`config.mk`:
```
export PLATFORM = sky130hd
export DESIGN_NAME = pwm_capture
export DESIGN_NICKNAME = d
export VERILOG_FILES = /design/src/rtl/pwm_capture.sv
export SDC_FILE = /design/constraint.sdc
export NUM_CORES = 1
export LEC_CHECK = 0
export CAP_MARGIN = 5
export CORE_UTILIZATION = 30
export DETAILED_ROUTE_END_ITERATION = 10
export GPL_ROUTABILITY_DRIVEN = 1
export PLACE_DENSITY_LB_ADDON = 0.2
export SLEW_MARGIN = 20
export SYNTH_ARGS = -nofsm -noshare
export SYNTH_HDL_FRONTEND = slang
export SYNTH_SLANG_ARGS = --single-unit
```
`constraint.sdc`:
```
create_clock -name Clk -period 3.6 [get_ports Clk]
set_clock_uncertainty 0.15 [all_clocks]
set_input_delay 0.9 -clock Clk [delete_from_list [all_inputs] [get_ports Clk]]
set_output_delay 0.9 -clock Clk [all_outputs]
set_load 0.1 [all_outputs]
```
`src/rtl/pwm_capture.sv`:
```
// PWM demodulator: synchronizes PwmIn, measures high time and period between rising edges,
// and flags a timeout when no rising edge arrives within MAX_PERIOD cycles.
module pwm_capture #(
  parameter int unsigned SYNC_STAGES = 2,
  parameter int unsigned MAX_PERIOD  = 4095
) (
  input  logic        Clk,
  input  logic        Rst,
  input  logic        PwmIn,
  output logic [10:0] SigVec,
  output logic [11:0] Period,
  output logic        SigValid,
  output logic        Timeout,
  output logic        Locked
);

  localparam int unsigned HW = 11;
  localparam int unsigned PW = 12;
  localparam logic [HW-1:0] HIGH_SAT = '1;
  localparam logic [PW-1:0] PER_MAX  = PW'(MAX_PERIOD);

  typedef enum logic {
    IDLE    = 1'b0,
    MEASURE = 1'b1
  } state_t;

  logic [SYNC_STAGES-1:0] r_sync;
  logic                   w_s;
  logic                   r_s_d;
  logic                   r_rise;

  state_t                 r_state;
  state_t                 w_state_nxt;
  logic [PW-1:0]          r_period_cnt;
  logic [PW-1:0]          w_period_cnt_nxt;
  logic [HW-1:0]          r_high_cnt;
  logic [HW-1:0]          w_high_cnt_nxt;
  logic [HW-1:0]          w_sigvec_nxt;
  logic [PW-1:0]          w_period_nxt;
  logic                   w_valid_nxt;
  logic                   w_timeout_nxt;

  assign w_s = r_sync[SYNC_STAGES-1];

  // Synchronizer, edge detector; rise is registered so r_s_d is the level aligned with r_rise.
  always_ff @(posedge Clk) begin
    if (Rst) begin
      r_sync <= '0;
      r_s_d  <= 1'b0;
      r_rise <= 1'b0;
    end else begin
      r_sync <= {r_sync[SYNC_STAGES-2:0], PwmIn};
      r_s_d  <= w_s;
      r_rise <= w_s & ~r_s_d;
    end
  end

  // State and measurement registers.
  always_ff @(posedge Clk) begin
    if (Rst) begin
      r_state      <= IDLE;
      r_period_cnt <= '0;
      r_high_cnt   <= '0;
      SigVec       <= '0;
      Period       <= '0;
      SigValid     <= 1'b0;
      Timeout      <= 1'b0;
      Locked       <= 1'b0;
    end else begin
      r_state      <= w_state_nxt;
      r_period_cnt <= w_period_cnt_nxt;
      r_high_cnt   <= w_high_cnt_nxt;
      SigVec       <= w_sigvec_nxt;
      Period       <= w_period_nxt;
      SigValid     <= w_valid_nxt;
      Timeout      <= w_timeout_nxt;
      Locked       <= (w_state_nxt == MEASURE);
    end
  end

  // Next-state and measurement update; a rise wins over a coincident timeout.
  always_comb begin
    w_state_nxt      = r_state;
    w_period_cnt_nxt = r_period_cnt;
    w_high_cnt_nxt   = r_high_cnt;
    w_sigvec_nxt     = SigVec;
    w_period_nxt     = Period;
    w_valid_nxt      = 1'b0;
    w_timeout_nxt    = 1'b0;
    case (r_state)
      IDLE: begin
        w_period_cnt_nxt = '0;
        w_high_cnt_nxt   = '0;
        if (r_rise) begin
          w_state_nxt      = MEASURE;
          w_period_cnt_nxt = PW'(1);
          w_high_cnt_nxt   = HW'(1);
        end
      end
      MEASURE: begin
        if (r_rise) begin
          w_sigvec_nxt     = r_high_cnt;
          w_period_nxt     = r_period_cnt;
          w_valid_nxt      = 1'b1;
          w_period_cnt_nxt = PW'(1);
          w_high_cnt_nxt   = HW'(1);
        end else if (r_period_cnt == PER_MAX) begin
          w_sigvec_nxt     = r_s_d ? HIGH_SAT : '0;
          w_period_nxt     = PER_MAX;
          w_valid_nxt      = 1'b1;
          w_timeout_nxt    = 1'b1;
          w_state_nxt      = IDLE;
          w_period_cnt_nxt = '0;
          w_high_cnt_nxt   = '0;
        end else begin
          w_period_cnt_nxt = r_period_cnt + PW'(1);
          if (r_s_d && (r_high_cnt != HIGH_SAT)) begin
            w_high_cnt_nxt = r_high_cnt + HW'(1);
          end
        end
      end
      default: begin
        w_state_nxt = IDLE;
      end
    endcase
  end

endmodule

```
==> impl_metrics.ini, run 1 <==
[outcome]
status = complete, no violations

[route]
drc_errors = 0
first_pass_iters = 5
ant_nets = 0
via_per_inst = 5.02
routed_wl_um = 5260
initialDrtViolationCount = 133
num_vias = 1913
wl_per_cell_um = 13.8

[clocking]
hold_buffers = 0
cts_buffer_depth = 2
postCtsSetupBuffers = 0
cts_resized = 0
clkTransAtPathRegs_ns = 0.09
cts_made_buffers = 5
clockRootBuffer = clkbuf_8
cts.sinks = 53
clock_latency_ns = 0.30
cts_tree = built
cts_max_level = 2

[sta]
drv_slew = 0
worstMarginPinSlew_ns = 0.630
fin_crit_sh = 0.657
finalSetupViolations = 0
slew_headroom = 0.579
rsz0062_at_grt = false
finalHoldViolCount = 0
fin_crit_ns = 2.36
whs_ns = 0.298
max_clock_freq_ghz = 0.423
fin_tns_setup_ns = 0

[critical_path]
slowest_delay_ns = 0.36
cp_max_fo = 31
crit_arrival_ns = 1.31
cp_cell_sequence = buf_4 -> buf_4
endpoint_kind = output port
critPathMostFrequentCell = buf_4
worstSetupPathType = reg -> out
startpoint_type = flop
critPathSlowestCell = buf_4
worstPathRequired_ns = 2.55
crit_start = r_state
worst_r2r_startpoint = r_period_cnt[0]

[floorplan]
core_um2 = 7370
rows = 31
pin_count = 29
initial_core_util = 0.317
dieWidth_um = 90.2
dieArea_um2 = 8140
die_h_um = 90.2

[yosys]
synth.area.top_cells = dfxtp_1 45%, a21oi_1 6.6%, a311oi_2 5.1%, nor2_1 5.1%, nand2_1 3.5%
yosysTopAreaCellShare = 0.455
synth_xor_area_frac = 0.0338
syn_area_um2 = 2330
ys_seq_elements = 53
synth_edf_count = 0
synth.area.mux_share = 0.00429
synth_nets = 264
synth_ff_type = dfxtp_1
yosysUniqueCellTypes = 42
seq_area_frac_synth = 0.455
synth_top_family_by_area = simple AND/OR/NAND/NOR gates
synth_compound_area_frac = 0.206
synth_cells = 259
syn_avg_cell_area_um2 = 9.01
synthSimpleGateAreaFrac = 0.245
synthAdderAreaFrac = 0.0107
synth_top_area_cell = dfxtp_1
synth-async-reset-ratio = 0
yosysWarnings = 0

[grt]
grt_start_max_net_pins = 33
antenna_found_initial = 0
grt_pass1_wl_um = 9290
track_usage = 0.140
first_global_vias = 1852
overflow = 0

[cells_and_area]
mostFrequentLayoutCells = 53 x dfxtp_1, 32 x nor2_1, 31 x a21oi_1
fillers = 795
fin_nets = 286
area_delta_synth_final_pct = 15.8
drive_gt1_frac = 0.191
final_common_cell = dfxtp_1
antenna_cells = 0

[min_path]
hp-start = r_sync[0]
worst_hold_path_type = reg -> reg

[pwr]
internal-power_mw = 0.739
switching_share = 0.244
p_total_mw = 0.978
pwr-share-comb = 0.046
power.share.clock = 0.347
p_seq_frac = 0.607
power.density_nw_per_um2 = 362
power.switching_mw = 0.238
power_leakage_nw = 0.920
ir_worst_vdd_uv = 173

[placement]
port_buffers = 28
place_congestion = 0.756
hpwl_um = 3550

[job]
cap_violations = 0
==> logic make-up (layout without fill, tap and decap cells) <==
family / Yosys count / after routing
buf+inv: 22 / 45
fa+ha+maj: 2 / 2
xor+xnor: 9 / 9
flops: 53 / 53
simple gates: 111 / 111
compound gates: 61 / 61
mux: 1 / 1
==> metrics by stage <==
| step | instances | setup WS (ns) | cell area (um^2) | utilization |
|---|---|---|---|---|
| floorplan | 259 | 1.37 | 2330 | - |
| global placement | 373 | 1.12 | 2610 | 0.354 |
| detailed placement | 373 | 1.09 | 2610 | 0.354 |
| CTS | 381 | 1.22 | 2700 | 0.367 |
| global route | 381 | 1.12 | 2700 | 0.367 |
| finish | 381 | 1.24 | 2700 | 0.367 |
==> sequential cells by signal, summed over array words and instances, names as in the netlist <==
name          flops
r_rise            1
r_period_cnt     12
r_s_d             1
r_state           1
Period           12
SigValid          1
Timeout           1
SigVec           11
r_high_cnt       11
r_sync            2
==> area by class of cell <==
cell class,count,area [um^2],share of cell area
clock inverter,3,21.3,0.00787
timing repair buffer,31,238,0.0880
inverter,6,22.5,0.00833
tap,99,124,0.0458
clock buffer,5,68.8,0.0255
multi-input combinational,184,1170,0.432
sequential,53,1060,0.393
==> final timing paths <==
path | endpoint | slack, ns | depth (start not counted)
max | Locked | 1.24 | 2
max reg2reg | SigVec[9] | 1.29 | 6
min | r_sync[1] | 0.30 | 1
min reg2reg | r_sync[1] | 0.30 | 1
==> metal layers <==
layer | track usage | part of all wire | vias up | routed length [um]
li1 | - | - | 975 | -
met1 | 0.197 | 0.52 | 894 | 2740
met2 | 0.213 | 0.43 | 39 | 2260
met3 | 0.0296 | 0.036 | 5 | 188
met4 | 0.0403 | 0.014 | 0 | 75
met5 | 0 | 0 | - | 0
==> cells in the mapped netlist (3+ instances only) <==
| cell | n |
|---|---|
| a311oi_2 | 8 |
| inv_1 | 6 |
| dfxtp_1 | 53 |
| o31ai_1 | 5 |
| nand3_1 | 11 |
| o21ai_0 | 4 |
| xor2_1 | 5 |
| nor2b_1 | 5 |
| nand2_1 | 22 |
| a21oi_1 | 31 |
| xnor2_1 | 4 |
| a311oi_1 | 3 |
| nand4_1 | 4 |
| and3_1 | 3 |
| nor3_1 | 16 |
| nor2_1 | 32 |
| clkbuf_1 | 12 |
==> critical path, delay by kind of cell, from the launching register on <==
kind | cells | cell delay, ns
buf+inv | 2 | 0.69
flops | 1 | 0.32
==> power by group through the flow <==
stage	Clock [mW]	Combinational, mW	Sequential [mW]
floorplan	0	0.0241	0.617
global placement	0	0.0458	0.607
detailed placement	0	0.0459	0.607
CTS	0.354	0.0458	0.594
global route	0.381	0.0487	0.595
finish	0.339	0.0452	0.594
Power figures use the tool's default switching activity.
==> inputs of run 2 (changes only) <==
==> constraint.sdc (replaced) <==
create_clock -name Clk -period 1.9 [get_ports Clk]
set_clock_uncertainty 0.15 [all_clocks]
set_input_delay 0.475 -clock Clk [delete_from_list [all_inputs] [get_ports Clk]]
set_output_delay 0.475 -clock Clk [all_outputs]
set_load 0.1 [all_outputs]
==> impl_metrics.ini, run 2 (synthesis gave the netlist of run 1 again) <==
[critical_path]
cp_cell_sequence = ha_2 -> nand2_4 -> o41ai_4 -> buf_4 -> a21oi_1 -> a311oi_2
crit_arrival_ns = 1.89
endpoint_kind = flop
crit_family = compound AO/OA/AOI/OAI gates
startpoint_type = flop
worstSetupPathType = reg -> reg
critPathSlowestCell = o41ai_4
cp_max_fo = 6
critPathBufInv = 1
worstPathRequired_ns = 1.98
slowest_delay_ns = 0.43

[floorplan]
pin_count = 29
die_h_um = 90.2
dieWidth_um = 90.2
dieArea_um2 = 8140
rows = 31
core_um2 = 7370
initial_core_util = 0.317

[outcome]
status = complete, no violations

[cells_and_area]
mostFrequentLayoutCells = 47 x dfxtp_1, 36 x buf_4, 32 x nor2_1
multi_input_area_um2 = 1180
reg_top3 = Period: 12 flops, r_period_cnt: 12 flops
final_common_cell = dfxtp_1
antenna_cells = 0
drive_gt1_frac = 0.300
area_delta_synth_final_pct = 41.9
fillers = 743
final_area_um2 = 3310
fin_nets = 321
register_area_um2 = 1070

[route]
initialDrtViolationCount = 128
first_pass_iters = 4
drc_errors = 0
via_per_inst = 4.95
num_vias = 2058
wl_per_cell_um = 13.4
routed_wl_um = 5580
ant_nets = 0

[placement]
hpwl_um = 4120
place_congestion = 0.850
port_buffers = 28
place_area_um2 = 3190

[grt]
grt_pass1_wl_um = 9690
antenna_found_initial = 0
overflow = 0
track_usage = 0.145
first_global_vias = 1938
grt_start_max_net_pins = 20

[clocking]
cts_tree = built
clock_latency_ns = 0.31
clkTransAtPathRegs_ns = 0.10
postCtsSetupBuffers = 0
clockRootBuffer = clkbuf_8
cts_max_level = 2
cts_made_buffers = 5
cts.sinks = 53
cts_buffer_depth = 2

[job]
cap_violations = 0

[sta]
fin_tns_setup_ns = 0
fin_crit_ns = 1.81
slew_headroom = 0.667
fin_crit_sh = 0.955
worstMarginPinSlew_ns = 0.498
max_clock_freq_ghz = 0.551
drv_slew = 0
finalHoldViolCount = 0
whs_ns = 0.297
finalSetupViolations = 0
rsz0062_at_grt = false

[pwr]
power.density_nw_per_um2 = 568
power_leakage_nw = 1.18
ir_worst_vdd_uv = 317

[min_path]
worst_hold_path_type = reg -> reg
-- run 2: repair_timing --
item / 4_1_cts / 5_1_grt
endpoints found under the setup margin: 0 / 24
hold endpoints to repair: 0 / 0
hold buffers: 0 / 0
resized for setup: 0 / 12
-- run 2: where the power goes --
group	switching [mW]	total, mW	internal, mW
Sequential	0.00796	1.13	1.12
Combinational	0.0680	0.109	0.0411
Clock	0.386	0.647	0.261
-- run 2: final timing paths --
path,cells past startpoint,slack [ns],to,from
worst min-delay path,1,0.30,r_sync[1],r_sync[0]
worst max register to register,6,0.09,SigVec[7],r_period_cnt[0]
worst max-delay path,6,0.09,SigVec[7],r_period_cnt[0]
worst min register to register,1,0.30,r_sync[1],r_sync[0]
-- run 2: layer usage --
metal / track usage / routed length, um / part of all wire
met1: 0.212 / 2900 / 0.52
met2: 0.217 / 2490 / 0.45
met3: 0.0271 / 146 / 0.026
met4: 0.0403 / 40 / 0.0072
met5: 0 / 0 / 0
-- run 2: metrics by stage --
step           instances  setup WS [ns]  power (mW)   util
6_report             416         0.0856        1.88  0.449
5_1_grt              416        0.00740        1.95  0.449
4_1_cts              415        0.00472        1.89  0.445
3_5_place_dp         407         0.0152        1.26  0.433
3_3_place_gp         407         0.0763        1.26  0.433
2_1_floorplan        259        0.00141        1.22      -
-- run 2: final cells by class --
| cell class | count | share of cell area |
|---|---|---|
| clock buffer | 6 | 0.0219 |
| multi-input combinational | 184 | 0.355 |
| inverter | 6 | 0.00680 |
| clock inverter | 2 | 0.00453 |
| sequential | 53 | 0.323 |
| tap | 99 | 0.0374 |
| timing repair buffer | 66 | 0.252 |
